--- src/rtl/struct_frame_pkg.sv ---
// Shared types for the byte-stream to packed-record assembler.
package struct_frame_pkg;

  typedef enum logic [1:0] {COLLECT, HOLD, DISCARD} pack_state_t;

  typedef logic [7:0] byte_t;

  localparam int B_BYTES = 2;

endpackage

--- src/rtl/struct_frame_packer.sv ---
// Assembles a big-endian byte stream into {a[N_ELEM-1:0][7:0], b[15:0]} records,
// holding each record on a valid/ready output and flagging short/long frames.
module struct_frame_packer
  import struct_frame_pkg::*;
#(
  parameter int N_ELEM = 8
) (
  input  logic                      clk,
  input  logic                      rst_n,
  input  logic                      in_valid,
  input  logic [7:0]                in_data,
  input  logic                      in_last,
  output logic                      in_ready,
  output logic                      out_valid,
  output logic [8*N_ELEM+15:0]      out_frame,
  input  logic                      out_ready,
  output logic                      err_short,
  output logic                      err_long
);

  localparam int CW = $clog2(N_ELEM + 2);
  localparam logic [CW-1:0] B_HI_K = CW'(N_ELEM);
  localparam logic [CW-1:0] LAST_K = CW'(N_ELEM + 1);

  typedef struct packed {
    byte_t [N_ELEM-1:0]     a;
    logic  [8*B_BYTES-1:0]  b;
  } rec_t;

  pack_state_t   state_q;
  logic [CW-1:0] cnt_q;
  rec_t          rec_q;
  logic          err_short_q;
  logic          err_long_q;
  logic          accept_s;

  assign in_ready  = (state_q != HOLD);
  assign out_valid = (state_q == HOLD);
  assign out_frame = rec_q;
  assign err_short = err_short_q;
  assign err_long  = err_long_q;
  assign accept_s  = in_valid && in_ready;

  // Frame FSM: byte placement, record hold and error pulse generation.
  always_ff @(posedge clk or negedge rst_n) begin
    if (!rst_n) begin
      state_q     <= COLLECT;
      cnt_q       <= '0;
      rec_q       <= '0;
      err_short_q <= 1'b0;
      err_long_q  <= 1'b0;
    end else begin
      err_short_q <= 1'b0;
      err_long_q  <= 1'b0;
      case (state_q)
        COLLECT: begin
          if (accept_s) begin
            // Byte k lands in a[N_ELEM-1-k]: first byte on the wire is the MSB element.
            for (int i = 0; i < N_ELEM; i++) begin
              if (cnt_q == CW'(N_ELEM - 1 - i)) begin
                rec_q.a[i] <= in_data;
              end
            end
            if (cnt_q == B_HI_K) begin
              rec_q.b[15:8] <= in_data;
            end
            if (cnt_q == LAST_K) begin
              rec_q.b[7:0] <= in_data;
            end
            if (cnt_q == LAST_K) begin
              cnt_q   <= '0;
              state_q <= in_last ? HOLD : DISCARD;
            end else if (in_last) begin
              cnt_q       <= '0;
              err_short_q <= 1'b1;
            end else begin
              cnt_q <= cnt_q + 1'b1;
            end
          end
        end
        HOLD: begin
          if (out_ready) begin
            state_q <= COLLECT;
          end
        end
        DISCARD: begin
          if (accept_s && in_last) begin
            err_long_q <= 1'b1;
            state_q    <= COLLECT;
          end
        end
        default: begin
          state_q <= COLLECT;
          cnt_q   <= '0;
        end
      endcase
    end
  end

endmodule

--- config.mk ---
export PLATFORM = sky130hd
export DESIGN_NAME = struct_frame_packer
export DESIGN_NICKNAME = d
export VERILOG_FILES = /design/src/rtl/struct_frame_pkg.sv /design/src/rtl/struct_frame_packer.sv
export SDC_FILE = /design/constraint.sdc
export NUM_CORES = 1
export LEC_CHECK = 0
export CORE_MARGIN = 2
export CORE_UTILIZATION = 29
export CTS_BUF_LIST = sky130_fd_sc_hd__clkbuf_2 sky130_fd_sc_hd__clkbuf_4 sky130_fd_sc_hd__clkbuf_8
export CTS_CLUSTER_SIZE = 40
export DETAILED_ROUTE_END_ITERATION = 8
export MAX_ROUTING_LAYER = met4
export PLACE_DENSITY = 0.63
export SETUP_SLACK_MARGIN = 0.02
export SYNTH_ARGS = -nofsm -noshare
export SYNTH_HDL_FRONTEND = slang
export SYNTH_SLANG_ARGS = --single-unit
export TNS_END_PERCENT = 30
--- constraint.sdc ---
create_clock -name clk -period 5.4 [get_ports clk]
set_clock_uncertainty 0.2 [all_clocks]
set_input_delay 0.81 -clock clk [delete_from_list [all_inputs] [get_ports clk]]
set_output_delay 0.81 -clock clk [all_outputs]
set_load 0.02 [all_outputs]
==> PnR_summary.wiki <==
{| class="wikitable"
! Metric !! Value
|-
| Worst reg-to-reg setup slack || slightly below 3 ns
|-
| Synth async-reset ratio || 1.00
|-
| Fraction of the cycle the final worst path needs || 0.542
|-
| WP data required || 4.39 ns
|-
| Number of hold violations in the final report || 0
|-
| Critical path type || reg -> out
|-
| Overall power consumption || 3.04 mW
|-
| Global-route wire length before repair || 13900 um
|-
| Post-synthesis sequential area ratio || 0.587
|-
| Starting density of the core || 0.297
|-
| Commonest register cell after synthesis || sky130_fd_sc_hd__dfrtp_1
|-
| Power per cell area || between 600 and 700 nW/um^2
|-
| Maximum number of pins on one net before global-route repair || 51
|-
| Comb power frac || 0.493
|-
| Endpoint class of the critical path || primary output
|-
| Aggregate global routing overflow || 0
|-
| Core Box Area || ~13000 um^2
|-
| Slack of the critical path || about 2.5 ns
|-
| Number of filler cells placed in the layout || roughly 1200
|-
| Drt first-iter violations || 102
|-
| Post-route worst hold slack || 0.213 ns
|-
| Total of buffers placed on input and output ports || 96
|-
| Final setup vio count || 0
|-
| Root Buffer Master || sky130_fd_sc_hd__clkbuf_8
|-
| Mean Syn Cell Area || around 15 um^2
|-
| Y dimension of the die || between 100 and 150 um
|-
| Switching share of total power || 0.366
|-
| Number of buffers created by CTS || 9
|-
| Overall track demand over capacity in global routing || 0.135
|-
| Time the worst path needs with I/O delays and setup || 2.92 ns
|-
| Final-layout setup total negative slack || 0 ns
|-
| I/O pin count || between 90 and 100
|-
| Top area cells in the synthesized netlist || sky130_fd_sc_hd__dfrtp_1, sky130_fd_sc_hd__mux2_2, sky130_fd_sc_hd__mux2_4
|-
| Total detailed-routing wirelength || 8820 um
|-
| Number of remaining DRC errors || 0
|-
| Max Root-Sink Buffers || 2
|-
| Cell Chain, Critical Path || inv_1 -> ha_1 -> inv_2 -> clkdlybuf4s50_1
|-
| Net count of the mapped netlist || roughly 270
|-
| Count of different cell masters after synthesis || 39
|-
| Worst-case headroom to the max-slew limit || 0.572
|-
| Worst min-delay path class || in -> async
|-
| RePlAce Congestion || ~0.85
|-
| Startpoint class of the critical path || flop
|-
| Number of pins with negative max-slew slack in the final report || 0
|-
| Highest attainable clock frequency || around 340 MHz
|-
| Proportion of power drawn by the clock network || 0.149
|-
| Design internal power || between 1.5 and 2 mW
|-
| Count of nets after finishing || 359
|-
| Footprint of the flip-flops and latches || 2200 um^2
|-
| Number of antenna violations at the first check in global routing || 0
|-
| Detailed-placement wirelength estimate || between 6000 and 7000 um
|-
| Worst-case reg-to-reg path depth || 5
|-
| Vias post-DR || between 2000 and 2500
|-
| Buffers inserted by post-CTS timing repair || 0
|-
| Number of sinks handled by clock tree synthesis || between 80 and 90
|-
| Static leakage power || 2.26 nW
|-
| Warning count from the yosys run || 0
|-
| Reg-to-reg startpoint || state_q[0]
|-
| Combined area of all synthesized cells || about 3800 um^2
|-
| Clock slew at the register clock pins of the worst setup and hold paths || 0.09 ns
|-
| Routed length per instance || 17.1 um
|-
| Area occupied by multi-input gates || approximately 1400 um^2
|-
| Area growth, synth to finish || 34.3%
|-
| Final antenna-violating net count || 0
|-
| Average vias per placed instance || between 4 and 5
|-
| Hold-fix buffers at CTS || 0
|-
| TritonCTS clock tree || yes
|-
| P_sw || approximately 1.1 mW
|-
| Vias in the first global route || ~2400
|-
| Crit path max fanout || 7
|-
| Worst EP arrival || around 1.9 ns
|-
| Chip Width || ~120 um
|-
| Relative contribution of sequential cells to total power || 0.359
|-
| Worst-path cell with the longest stage delay || sky130_fd_sc_hd__clkdlybuf4s50_1
|-
| Top cell type by total area after synthesis || sky130_fd_sc_hd__dfrtp_1
|-
| Gate Count Post-Synth || 245
|-
| Tightest Pin Transition || roughly 0.64 ns
|-
| Top-area cell type share of the netlist area || 0.587
|-
| Largest stage delay on the critical path || 0.56 ns
|-
| Register bit total from synthesis || 88
|-
| Worst slack at placement || ~2.4 ns
|-
| Share of layout cells above drive strength 1 || 0.315
|-
| Run status || completed
|-
| Later-pin clock latency in the skew report || approximately 0.35 ns
|-
| Number of H-tree levels || 3
|-
| Die ar. || 13900 um^2
|-
| Crit path from || state_q[1]
|-
| Max cap viols || 0
|-
| Quantity of gates resized following cts || 0
|-
| First-pass detailed-route iteration total || 4
|-
| Standard-cell row count || 41
|-
| Diodes inserted || 0
|-
| Setup repair after global routing missed its margin || no
|-
| Peak ir drop on the vdd network || 0.000161 V
|-
| Number of enable-type register cells in the synthesized netlist || 0
|}
-- worst paths after layout --
path,to
min in group clk,out_frame[33]
worst min-delay path,out_frame[6]
max in group asynchronous,out_frame[40]
worst min register to register,out_frame[33]
worst max register to register,out_frame[6]
worst max-delay path,in_ready
-- registers in the layout, summed over array words and instances, names as in the netlist --
register and cells:
cnt_q 4, state_q 2, out_frame 80, err_long 1, err_short 1
-- power by group through the flow --
stage / sequential, mW / combinational (mW) / clock [mW]
2_1_floorplan: 1.35 / 0.639 / 0
3_3_place_gp: 1.09 / 1.49 / 0
3_5_place_dp: 1.11 / 1.51 / 0
4_1_cts: 1.09 / 1.51 / 0.468
5_1_grt: 1.12 / 1.59 / 0.495
6_report: 1.09 / 1.50 / 0.452
-- stage by stage --
step / area (um^2) / instances / util
2_1_floorplan: 3750 / 245 / -
3_3_place_gp: 4850 / 499 / 0.384
3_5_place_dp: 4850 / 499 / 0.384
4_1_cts: 5040 / 515 / 0.399
5_1_grt: 5040 / 515 / 0.399
6_report: 5040 / 515 / 0.399
-- synthesized netlist by cell type (3+ instances only) --
library cell              number
sky130_fd_sc_hd__buf_1         8
sky130_fd_sc_hd__mux2_2       59
sky130_fd_sc_hd__nor2_1        4
sky130_fd_sc_hd__inv_1         6
sky130_fd_sc_hd__nor4_4        3
sky130_fd_sc_hd__buf_6         3
sky130_fd_sc_hd__mux2_4       20
sky130_fd_sc_hd__ha_1          8
sky130_fd_sc_hd__nand2_1       6
sky130_fd_sc_hd__dfrtp_1      88
-- critical path, delay by kind of cell (launching register included) --
kind                     cells  cell delay, ns
buffers and inverters        3            0.80
adder cells (fa/ha/maj)      1            0.35
flip-flops                   1            0.42
-- cells by family after synthesis --
family	share of synthesized area
DFF	0.587
muxes	0.263
and+or+nand+nor	0.0717
buffers and inverters	0.0307
AOI/OAI and AO/OA	0.0213
adders and majority gates	0.0267
-- final cells by class --
type	instances	area share
Sequential cell	88	0.437
Multi-Input combinational cell	135	0.285
Timing Repair Buffer	97	0.192
Tap cell	172	0.0427
Clock buffer	9	0.0246
Clock inverter	7	0.0141
Inverter	7	0.00521
-- cells in the final DEF, fill, tap and decap left out, types with 2 or more instances in the layout --
cell type                         synthesis  final
sky130_fd_sc_hd__nand2_1                  6      6
sky130_fd_sc_hd__a21o_1                   2      2
sky130_fd_sc_hd__nand3b_1                 2      2
sky130_fd_sc_hd__ha_1                     8      8
sky130_fd_sc_hd__buf_4                    2      2
sky130_fd_sc_hd__or4_4                    2      2
sky130_fd_sc_hd__nor4_1                   2      2
sky130_fd_sc_hd__nor2_1                   4      4
sky130_fd_sc_hd__o21ai_0                  2      2
sky130_fd_sc_hd__mux2_4                  20     20
sky130_fd_sc_hd__dfrtp_1                 88     88
sky130_fd_sc_hd__clkinv_2                 0      2
sky130_fd_sc_hd__nand3_1                  2      2
sky130_fd_sc_hd__inv_1                    6      6
sky130_fd_sc_hd__mux2_1                   2      2
sky130_fd_sc_hd__nor4_4                   3      3
sky130_fd_sc_hd__mux2_2                  59     59
sky130_fd_sc_hd__clkdlybuf4s50_1          0     95
sky130_fd_sc_hd__clkbuf_8                 0      9
sky130_fd_sc_hd__clkinvlp_4               0      3
sky130_fd_sc_hd__a22o_1                   2      2
sky130_fd_sc_hd__nor2_2                   2      2
-- per-layer routing --
layer	up-vias	track usage	routed length, um
li1	1045	-	-
met1	1187	0.171	4170
met2	69	0.210	4120
met3	10	0.0359	405
met4	0	0.0444	121
met5	-	-	0
No activity file was read; power rests on OpenSTA's default activity.
